<file path="src/rtl/pe_pkg.sv">
// rtl/pe_pkg.sv - op codes and default widths shared by the pe_dbuf slice
package pe_pkg;

  localparam logic [2:0] OP_WS_FLOW   = 3'b000;
  localparam logic [2:0] OP_WS_LOAD   = 3'b001;
  localparam logic [2:0] OP_WS_SHADOW = 3'b010;
  localparam logic [2:0] OP_WS_SWAP   = 3'b011;
  localparam logic [2:0] OP_OS_FLOW   = 3'b100;
  localparam logic [2:0] OP_OS_DRAIN  = 3'b110;

  localparam int PE_DEFAULT_WIDTH = 32;

endpackage

</file>
<file path="src/rtl/pe_dbuf_if.sv">
// rtl/pe_dbuf_if.sv - neighbour-facing signal bundle of one processing element
// slave  : the PE; receives op/valid/act/wgt/result_in, drives the delayed forwards and result_out
// master : the upstream driver (neighbour PE or array edge)
interface pe_dbuf_if import pe_pkg::*; #(
  parameter int ACT_WIDTH    = 8,
  parameter int WGT_WIDTH    = 8,
  parameter int PE_OUT_WIDTH = PE_DEFAULT_WIDTH
);

  logic [2:0]              operation_signal_in;
  logic                    valid_in;
  logic [ACT_WIDTH-1:0]    act_data_in;
  logic [WGT_WIDTH-1:0]    wgt_data_in;
  logic [PE_OUT_WIDTH-1:0] result_in;

  logic [2:0]              operation_signal_out;
  logic                    valid_out;
  logic [ACT_WIDTH-1:0]    act_data_out;
  logic [WGT_WIDTH-1:0]    wgt_data_out;
  logic [PE_OUT_WIDTH-1:0] result_out;

  modport slave (
    input  operation_signal_in, valid_in, act_data_in, wgt_data_in, result_in,
    output operation_signal_out, valid_out, act_data_out, wgt_data_out, result_out
  );

  modport master (
    output operation_signal_in, valid_in, act_data_in, wgt_data_in, result_in,
    input  operation_signal_out, valid_out, act_data_out, wgt_data_out, result_out
  );

endinterface

</file>
<file path="src/rtl/pe_mac.sv">
// rtl/pe_mac.sv - combinational a*b + addend, optional clamp under SATURATE_ACC_EN
// a, b   : operands (signed or unsigned per SIGNED)
// addend : psum or accumulator
// sum    : product extended to OUT_WIDTH plus addend
// sat    : clamp occurred this cycle (SATURATE_ACC_EN only)
module pe_mac #(
  parameter int A_WIDTH   = 8,
  parameter int B_WIDTH   = 8,
  parameter int P_WIDTH   = 16,
  parameter int OUT_WIDTH = 32,
  parameter bit SIGNED    = 1'b1
) (
  input  logic [A_WIDTH-1:0]   a,
  input  logic [B_WIDTH-1:0]   b,
  input  logic [OUT_WIDTH-1:0] addend,
  output logic [OUT_WIDTH-1:0] sum
`ifdef SATURATE_ACC_EN
  , output logic               sat
`endif
);

  logic signed [P_WIDTH-1:0] a_x;
  logic signed [P_WIDTH-1:0] b_x;
  logic [P_WIDTH-1:0]        prod;
  logic [OUT_WIDTH-1:0]      prod_ext;

  // Operands are widened to the product width first so the multiply is not
  // truncated to the operand width; the low P_WIDTH bits are identical for
  // signed and unsigned interpretation once the extension is right.
  always_comb begin
    if (SIGNED) begin
      a_x      = P_WIDTH'($signed(a));
      b_x      = P_WIDTH'($signed(b));
      prod     = a_x * b_x;
      prod_ext = OUT_WIDTH'($signed(prod));
    end else begin
      a_x      = P_WIDTH'(a);
      b_x      = P_WIDTH'(b);
      prod     = a_x * b_x;
      prod_ext = OUT_WIDTH'(prod);
    end
  end

`ifdef SATURATE_ACC_EN
  logic [OUT_WIDTH:0] sum_full;

  always_comb begin
    sum_full = {1'b0, prod_ext} + {1'b0, addend};
    sum      = sum_full[OUT_WIDTH-1:0];
    sat      = 1'b0;
    if (SIGNED) begin
      // Overflow only when both terms share a sign and the result flips it;
      // the clamp direction follows the shared sign.
      if ((prod_ext[OUT_WIDTH-1] == addend[OUT_WIDTH-1]) &&
          (sum_full[OUT_WIDTH-1] != addend[OUT_WIDTH-1])) begin
        sat = 1'b1;
        sum = {addend[OUT_WIDTH-1], {(OUT_WIDTH-1){~addend[OUT_WIDTH-1]}}};
      end
    end else if (sum_full[OUT_WIDTH]) begin
      sat = 1'b1;
      sum = '1;
    end
  end
`else
  assign sum = prod_ext + addend;
`endif

endmodule

</file>
<file path="src/rtl/pe_dbuf.sv">
// rtl/pe_dbuf.sv - systolic PE: double-buffered weight-stationary and output-stationary modes
// clk, reset : clock, synchronous active-high reset
// bus        : pe_dbuf_if.slave (op/valid/act/wgt/result_in in, 1-cycle forwards and result_out)
// sat_flag   : sticky clamp indicator, present only with SATURATE_ACC_EN
module pe_dbuf import pe_pkg::*; #(
  parameter int ACT_WIDTH      = 8,
  parameter int WGT_WIDTH      = 8,
  parameter int MULT_OUT_WIDTH = ACT_WIDTH + WGT_WIDTH,
  parameter int PE_OUT_WIDTH   = PE_DEFAULT_WIDTH,
  parameter bit SIGNED         = 1'b1
) (
  input  logic     clk,
  input  logic     reset,
  pe_dbuf_if.slave bus
`ifdef SATURATE_ACC_EN
  , output logic   sat_flag
`endif
);

  logic [WGT_WIDTH-1:0]    w_active;
  logic [WGT_WIDTH-1:0]    w_shadow;
  logic [PE_OUT_WIDTH-1:0] acc;
  logic                    drained;
  logic [PE_OUT_WIDTH-1:0] ws_sum;
  logic [PE_OUT_WIDTH-1:0] os_sum;
`ifdef SATURATE_ACC_EN
  logic                    ws_sat;
  logic                    os_sat;
`endif

  // WS: act * w_active + incoming psum
  pe_mac #(
    .A_WIDTH(ACT_WIDTH), .B_WIDTH(WGT_WIDTH), .P_WIDTH(MULT_OUT_WIDTH),
    .OUT_WIDTH(PE_OUT_WIDTH), .SIGNED(SIGNED)
  ) u_ws_mac (
    .a(bus.act_data_in), .b(w_active), .addend(bus.result_in), .sum(ws_sum)
`ifdef SATURATE_ACC_EN
    , .sat(ws_sat)
`endif
  );

  // OS: act * streamed weight + local accumulator
  pe_mac #(
    .A_WIDTH(ACT_WIDTH), .B_WIDTH(WGT_WIDTH), .P_WIDTH(MULT_OUT_WIDTH),
    .OUT_WIDTH(PE_OUT_WIDTH), .SIGNED(SIGNED)
  ) u_os_mac (
    .a(bus.act_data_in), .b(bus.wgt_data_in), .addend(acc), .sum(os_sum)
`ifdef SATURATE_ACC_EN
    , .sat(os_sat)
`endif
  );

  always_ff @(posedge clk) begin
    if (reset) begin
      w_active                 <= '0;
      w_shadow                 <= '0;
      acc                      <= '0;
      drained                  <= 1'b0;
      bus.result_out           <= '0;
      bus.act_data_out         <= '0;
      bus.wgt_data_out         <= '0;
      bus.operation_signal_out <= '0;
      bus.valid_out            <= 1'b0;
`ifdef SATURATE_ACC_EN
      sat_flag                 <= 1'b0;
`endif
    end else begin
      // Forwards run every cycle so bubbles travel with valid_out=0.
      bus.act_data_out         <= bus.act_data_in;
      bus.wgt_data_out         <= bus.wgt_data_in;
      bus.operation_signal_out <= bus.operation_signal_in;
      bus.valid_out            <= bus.valid_in;
      if (bus.valid_in) begin
        case (bus.operation_signal_in)
          OP_WS_FLOW: begin
            bus.result_out <= ws_sum;
`ifdef SATURATE_ACC_EN
            sat_flag <= sat_flag | ws_sat;
`endif
          end
          OP_WS_LOAD: w_active <= bus.wgt_data_in;
          OP_WS_SHADOW: begin
            w_shadow       <= bus.wgt_data_in;
            bus.result_out <= ws_sum;
`ifdef SATURATE_ACC_EN
            sat_flag <= sat_flag | ws_sat;
`endif
          end
          OP_WS_SWAP: begin
            // ws_sum still uses the outgoing weight; the swap lands at this edge.
            bus.result_out <= ws_sum;
            w_active       <= w_shadow;
`ifdef SATURATE_ACC_EN
            sat_flag <= sat_flag | ws_sat;
`endif
          end
          OP_OS_FLOW: begin
            acc     <= os_sum;
            drained <= 1'b0;
`ifdef SATURATE_ACC_EN
            sat_flag <= sat_flag | os_sat;
`endif
          end
          OP_OS_DRAIN: begin
            // First drain emits the local sum; later drains pass the chain along.
            if (!drained) begin
              bus.result_out <= acc;
              acc            <= '0;
              drained        <= 1'b1;
            end else begin
              bus.result_out <= bus.result_in;
            end
          end
          default: ;
        endcase
      end
    end
  end

endmodule
</file>
<file path="src/flat_wrapper.sv">
// flat-port wrapper written by rule: the top's interface ports become plain ports
module pe_dbuf_flat import pe_pkg::*;
#(
  parameter int ACT_WIDTH      = 8,
  parameter int WGT_WIDTH      = 8,
  parameter int MULT_OUT_WIDTH = ACT_WIDTH + WGT_WIDTH,
  parameter int PE_OUT_WIDTH   = PE_DEFAULT_WIDTH,
  parameter bit SIGNED         = 1'b1
)
  (clk, reset, bus_operation_signal_in, bus_valid_in, bus_act_data_in, bus_wgt_data_in, bus_result_in, bus_operation_signal_out, bus_valid_out, bus_act_data_out, bus_wgt_data_out, bus_result_out);
  pe_dbuf_if #(.ACT_WIDTH(ACT_WIDTH), .WGT_WIDTH(WGT_WIDTH), .PE_OUT_WIDTH(PE_OUT_WIDTH)) bus_i ();
  input  logic clk;
  input  logic reset;
  input wire logic [$bits(bus_i.operation_signal_in)-1:0] bus_operation_signal_in;
  input wire logic [$bits(bus_i.valid_in)-1:0] bus_valid_in;
  input wire logic [$bits(bus_i.act_data_in)-1:0] bus_act_data_in;
  input wire logic [$bits(bus_i.wgt_data_in)-1:0] bus_wgt_data_in;
  input wire logic [$bits(bus_i.result_in)-1:0] bus_result_in;
  output wire logic [$bits(bus_i.operation_signal_out)-1:0] bus_operation_signal_out;
  output wire logic [$bits(bus_i.valid_out)-1:0] bus_valid_out;
  output wire logic [$bits(bus_i.act_data_out)-1:0] bus_act_data_out;
  output wire logic [$bits(bus_i.wgt_data_out)-1:0] bus_wgt_data_out;
  output wire logic [$bits(bus_i.result_out)-1:0] bus_result_out;
  assign bus_i.operation_signal_in = bus_operation_signal_in;
  assign bus_i.valid_in = bus_valid_in;
  assign bus_i.act_data_in = bus_act_data_in;
  assign bus_i.wgt_data_in = bus_wgt_data_in;
  assign bus_i.result_in = bus_result_in;
  assign bus_operation_signal_out = bus_i.operation_signal_out;
  assign bus_valid_out = bus_i.valid_out;
  assign bus_act_data_out = bus_i.act_data_out;
  assign bus_wgt_data_out = bus_i.wgt_data_out;
  assign bus_result_out = bus_i.result_out;
  pe_dbuf #(.ACT_WIDTH(ACT_WIDTH), .WGT_WIDTH(WGT_WIDTH), .MULT_OUT_WIDTH(MULT_OUT_WIDTH), .PE_OUT_WIDTH(PE_OUT_WIDTH), .SIGNED(SIGNED)) u_core (.clk(clk), .reset(reset), .bus(bus_i));
endmodule
</file>
<file path="config.mk">
export PLATFORM = sky130hd
export DESIGN_NAME = pe_dbuf_flat
export DESIGN_NICKNAME = d
export VERILOG_FILES = /design/src/rtl/pe_pkg.sv /design/src/rtl/pe_dbuf_if.sv /design/src/rtl/pe_mac.sv /design/src/rtl/pe_dbuf.sv /design/src/flat_wrapper.sv
export SDC_FILE = /design/constraint.sdc
export NUM_CORES = 1
export LEC_CHECK = 0
export ABC_AREA = 1
export ABC_CLOCK_PERIOD_IN_PS = 19300
export CELL_PAD_IN_SITES_DETAIL_PLACEMENT = 2
export CELL_PAD_IN_SITES_GLOBAL_PLACEMENT = 2
export CORE_ASPECT_RATIO = 0.5
export CORE_MARGIN = 5
export CORE_UTILIZATION = 36
export CTS_CLUSTER_SIZE = 16
export DETAILED_ROUTE_END_ITERATION = 10
export PLACE_DENSITY = 0.95
export SYNTH_ARGS = -nofsm -noshare
export SYNTH_HDL_FRONTEND = slang
export SYNTH_HIERARCHICAL = 1
export SYNTH_SLANG_ARGS = --single-unit
</file>
<file path="constraint.sdc">
create_clock -name clk -period 19.3 [get_ports clk]
set_input_delay 3.86 -clock clk [delete_from_list [all_inputs] [get_ports clk]]
set_output_delay 3.86 -clock clk [all_outputs]
set_load 0.03 [all_outputs]
</file>
* Word-level counts from Yosys, hierarchy flattened
Index checks and enable logic that the tools add are counted. Widths: inputs -> output; s select.
Word-level totals: flip-flop bits (word level) 101, output and inout bits 52, logic and storage cells 35
Cells by class: reduce and logical (&&, ||, !) cells 10, multiplexer cells 6, add/sub/neg operators 2, $mul 2, equality and inequality tests 6
Operators with widths (count):
- $pmux 32 s2 | 2
- $add 32x32->32 | 2
- $mux 32 | 2
- $mul 8x8->16 | 2
- $pmux 8 s2 | 1
- $reduce_and 2->1 | 4
- $eq 3x2->1 const B | 2
- $eq 3x3->1 const B | 2
- $reduce_bool 2->1 | 3
- $eq 3x1->1 const B | 1
- $logic_not 3->1 | 1
- $reduce_and 3->1 | 1
- $reduce_or 3->1 | 1
- $ne 2x2->1 const B | 1
- $pmux 1 s2 | 1

* Longest topological paths before layout
word-level depth 4, depth in mapped cells 37, depth with buffers taken out 36

* Cells and area by module
Netlist, hierarchy kept.
Modules (own cells, without submodules):
- pe_mac at u_core.u_os_mac | instances 1, sequential area each 0.0 um2, area an instance 4850.9 um2, cells each 792
- pe_mac at u_core.u_ws_mac | instances 1, sequential area each 0.0 um2, area an instance 4769.6 um2, cells each 761
- pe_dbuf | instances 1, sequential area each 2021.9 um2, area an instance 4573.1 um2, cells each 718

* Least setup slack after synthesis
No wires, ideal clock.
kind input to register, start point input bus_act_data_in[7], end point register u_core.bus.result_out[29], library setup time 0.117 ns, arrival 9.240 ns, data required time 19.183 ns, setup slack 9.943 ns, cell stages on the path 29, path through clkbuf_1 -> nand2_1 -> fa_1 -> inv_1 -> fa_1 -> inv_1 -> fa_1 -> inv_1 -> fa_1 -> ha_1 -> a21o_1 -> nor2_1 -> nand2_1 -> nor2_1 -> nand3_1 -> nand2_1 -> ha_1 -> a21o_1 -> o21bai_1 -> a21oi_1 -> inv_1 -> a21oi_1 -> nand2_1 -> nand2_1 -> nand2_1 -> nand2_1 -> inv_1 -> nor2_1 -> nor2_1
On the way: longest elaborated chain between the ends 3
RTL lines:
- start: declaration | RTL line flat_wrapper.sv:16 | input wire logic [$bits(bus_i.act_data_in)-1:0] bus_act_data_in;
- $mul 8x8->16 | RTL line pe_mac.sv:34 | prod = a_x * b_x;
- $add 32x32->32 | RTL line pe_mac.sv:65 | assign sum = prod_ext + addend;
- via u_core.ws_sum[29] | RTL line pe_dbuf.sv:24 | logic [PE_OUT_WIDTH-1:0] ws_sum;
- $pmux 32 s2 | RTL line pe_dbuf.sv:74 | case (bus.operation_signal_in)
- end signal: assignment | RTL line pe_dbuf.sv:76 | bus.result_out <= ws_sum;
- end signal: assignment | RTL line pe_dbuf.sv:84 | bus.result_out <= ws_sum;
- end signal: assignment | RTL line pe_dbuf.sv:91 | bus.result_out <= ws_sum;
- end: declaration | RTL line pe_dbuf_if.sv:24 | output operation_signal_out, valid_out, act_data_out, wgt_data_out, result_out
The timed path passes the listed nets, and every way through them passes these cells. A chain may end at the register's enable or synchronous reset.

* Final worst setup path
start point input bus_act_data_in[5], end point register u_core.acc[27]
On the way: longest elaborated chain between the ends 3
RTL lines:
- $mul 8x8->16 | RTL line pe_mac.sv:34
- $add 32x32->32 | RTL line pe_mac.sv:65
- via u_core.os_sum[27] | RTL line pe_dbuf.sv:25 | logic [PE_OUT_WIDTH-1:0] os_sum;
- $pmux 32 s2 | RTL line pe_dbuf.sv:74
- end signal: assignment | RTL line pe_dbuf.sv:98 | acc <= os_sum;
- end: declaration | RTL line pe_dbuf.sv:22 | logic [PE_OUT_WIDTH-1:0] acc;
The timed path passes the listed nets, and every way through them passes these cells.

==> flow_metrics.env <==
export IMPL_status="finished, final reports clean"
export IMPL_start_util_pct=36.46
export IMPL_internal_power_uw=877.5
export IMPL_die_area_mm2=0.04374
export IMPL_clock_sinks=101
export IMPL_track_usage_pct=35.97
export IMPL_crit_required_ns=19.54
export IMPL_finalSetupViolCount=0
export IMPL_ys_warn_count=6
export IMPL_wl_per_cell_um=27.96
export IMPL_clock_skew_ns=0.01251
export IMPL_post_route_util_pct=40.94
export IMPL_syn_cell_area_mm2=0.01419
export IMPL_clkLatencyLatePin_ns=0.38
export IMPL_die_h_um=150.4
export IMPL_firstDrtPassIters=5
export IMPL_critPathTopFamily="adder cells"
export IMPL_fin_setup_tns_ns=0
export IMPL_p_sw_share_pct=63.27
export IMPL_period_minus_slack_ns=12.16
export IMPL_cp_common_cell="nand2_1"
export IMPL_area_delta_synth_final_pct=12.28
export IMPL_grt_pass1_wl_mm=119.8
export IMPL_dpl_hpwl_mm=58.48
export IMPL_fmax_mhz=82.25
export IMPL_drtIter0Drc=1189
export IMPL_critPathMaxStageDelay_ns=1.14
export IMPL_cp_data_arrival_time_ns=12.39
export IMPL_antenna_left=0
export IMPL_finalCritPeriodShare_pct=62.99
export IMPL_min_path_type="flop to flop"
export IMPL_busiest_layer="met2"
export IMPL_gp_congestion=0.9351
export IMPL_slew_violations=0
export IMPL_seq_area_frac_synth_pct=14.25
export IMPL_vias=16129
export IMPL_synth_edf_count=0
export IMPL_clockBufferDepth=2
export IMPL_drcViolationCount=0
export IMPL_slew_headroom_pct=26.22
export IMPL_pwr_share_seq_pct=10.5
export IMPL_grt_max_degree=66
export IMPL_synth_area_per_cell_um2=6.250
export IMPL_vias_per_cell=5.647
export IMPL_met3_usage_pct=7.621
export IMPL_cp_num_buf_inv=5
export IMPL_finalHoldViolCount=0
export IMPL_drt_wl_total_mm=79.87
export IMPL_cp_start_kind="input port"
export IMPL_path_clk_slew_ns=0.08
export IMPL_pwr_share_comb_pct=81.3
export IMPL_antenna_found_initial=2
export IMPL_powerDensity_mw_per_mm2=149.9
export IMPL_ios=106
export IMPL_cts_root_buf="clkbuf_16"
export IMPL_cap_violations=0
export IMPL_critPathKind="input port to flop"
export IMPL_finalNetCount=2611
export IMPL_yosysUniqueCellTypes=40
export IMPL_gr_usage_met1_pct=41.74
export IMPL_rsz0062_at_grt="no"
export IMPL_fp_row_count=51
export IMPL_synth_seq_cells=101
export IMPL_final_common_cell="nand2_1"
export IMPL_crit_fanout=17
export IMPL_post_cts_buffers=0
export IMPL_portBuffers=105
export IMPL_grt_util_met2_pct=62.39
export IMPL_cts_resized=0
export IMPL_drive_gt1_share_pct=2.580
export IMPL_cts_buffers=9
export IMPL_grt_ovfl_total=0
export IMPL_worst_pin_slew_ns=1.103
export IMPL_syn_nets=2561
export IMPL_core_region_area_mm2=0.03892
export IMPL_dpl_instance_area_mm2=0.01565
export IMPL_postSynthCellCount=2271
export IMPL_cts_tree="yes"
export IMPL_die_x_um=290.8
export IMPL_cpMaxStageDelayCell="clkdlybuf4s50_1"
export IMPL_p_switching_mw=1.512
export IMPL_cts_htree_levels=3
export IMPL_ir_drop_mv=0.07506
export IMPL_ys_flop_type="dfxtp_1"
export IMPL_n_antenna_cell=0
export IMPL_fin_area_mm2=0.01594
export IMPL_cts_hold_buf=0
export IMPL_cp_end_kind="flop"
export IMPL_final_cell_mix="nand2_1 (657), inv_1 (497), nor2_1 (221)"
export IMPL_p_leak_nw=9.007
export IMPL_first_global_vias=18417
export IMPL_clockPowerShare_pct=8.2
export IMPL_synth_async_reset_ratio_pct=0
## logic make-up (layout without fill, tap and decap cells)
group | count (synthesis) | in the layout | share of synthesized area, %
buf+inv | 573 | 628 | 15.47
flops | 101 | 101 | 14.25
simple gates | 1035 | 1035 | 29.47
xor+xnor | 63 | 63 | 3.888
compound gates | 263 | 263 | 10.20
fa+ha+maj | 236 | 236 | 26.73
## layer usage
| metal | part of all wire, % | vias up |
|---|---|---|
| met5 | 0.036 | - |
| met4 | 6.7 | 4 |
| met3 | 6.9 | 276 |
| met2 | 47 | 731 |
| met1 | 39 | 8177 |
| li1 | - | 6941 |
## final cells by class
cell class / count / area, µm²
fillers: 4831 / 22990
flip-flops and latches: 101 / 2023
clock buffers: 10 / 229.0
repair buffers: 113 / 1106
clock inverters: 6 / 53.80
inverters: 499 / 1873
multi-input cells: 1597 / 9988
well taps: 530 / 663.1
## state kept, by name (all words and copies together) (netlist names)
signal	cells
u_core/bus.result_out	32
u_core/w_shadow	8
u_core/bus.valid_out	1
u_core/bus.wgt_data_out	8
u_core/acc	32
u_core/w_active	8
u_core/drained	1
u_core/bus.operation_signal_out	3
u_core/bus.act_data_out	8
## per-stage QoR
stage	std cells	worst slack (ns)	total power, mW	hold slack (ns)
6_report	2856	7.142	2.389	0.4917
5_1_grt	2856	6.965	2.504	0.5067
4_1_cts	2856	7.429	2.315	0.4922
3_5_place_dp	2840	7.387	2.003	0.4789
3_3_place_gp	2840	8.197	1.777	0.4565
2_1_floorplan	2271	9.943	1.398	0.4915
## worst reg2reg max path, delay by kind of cell, from the launching register on
kind / cells / cell delay [ns]
fa+ha+maj: 6 / 3.51
buf+inv: 4 / 0.41
simple gates: 19 / 3.08
flops: 1 / 0.66
## cells in the mapped netlist, drive strengths merged (11+ instances only)
cell type | instances | area share (%)
a21oi | 102 | 3.6
nor2 | 228 | 6.2
nor3 | 14 | 0.60
buf | 31 | 1.1
o21a | 12 | 0.63
xnor2 | 11 | 0.68
o21bai | 13 | 0.69
nand3 | 104 | 3.9
nand4 | 13 | 0.57
nand2 | 666 | 18
dfxtp | 101 | 14
o21ai | 114 | 4.0
fa | 112 | 16
ha | 124 | 11
inv | 498 | 13
a21o | 11 | 0.59
xor2 | 52 | 3.2
clkbuf | 43 | 1.1
## power groups by stage
| stage | clock network (mW) | registers, mW | logic [mW] |
|---|---|---|---|
| finish | 0.196 | 0.250 | 1.94 |
| global route | 0.204 | 0.251 | 2.05 |
| CTS | 0.199 | 0.249 | 1.87 |
| detailed placement | 0 | 0.252 | 1.75 |
| global placement | 0 | 0.250 | 1.53 |
| floorplan | 0 | 0.263 | 1.14 |
## final timing paths
path	to	startpoint	slack, ns	depth (start not counted)
worst max-delay path	u_core/acc[27]	bus_act_data_in[5]	7.14	29
worst max register to register	u_core/bus.result_out[31]	u_core/w_active[2]	11.55	29
worst min-delay path	u_core/bus.result_out[10]	u_core/bus.result_out[10]	0.49	2
worst min register to register	u_core/bus.result_out[10]	u_core/bus.result_out[10]	0.49	2
Note: power is estimated with default switching activity, not from simulation.
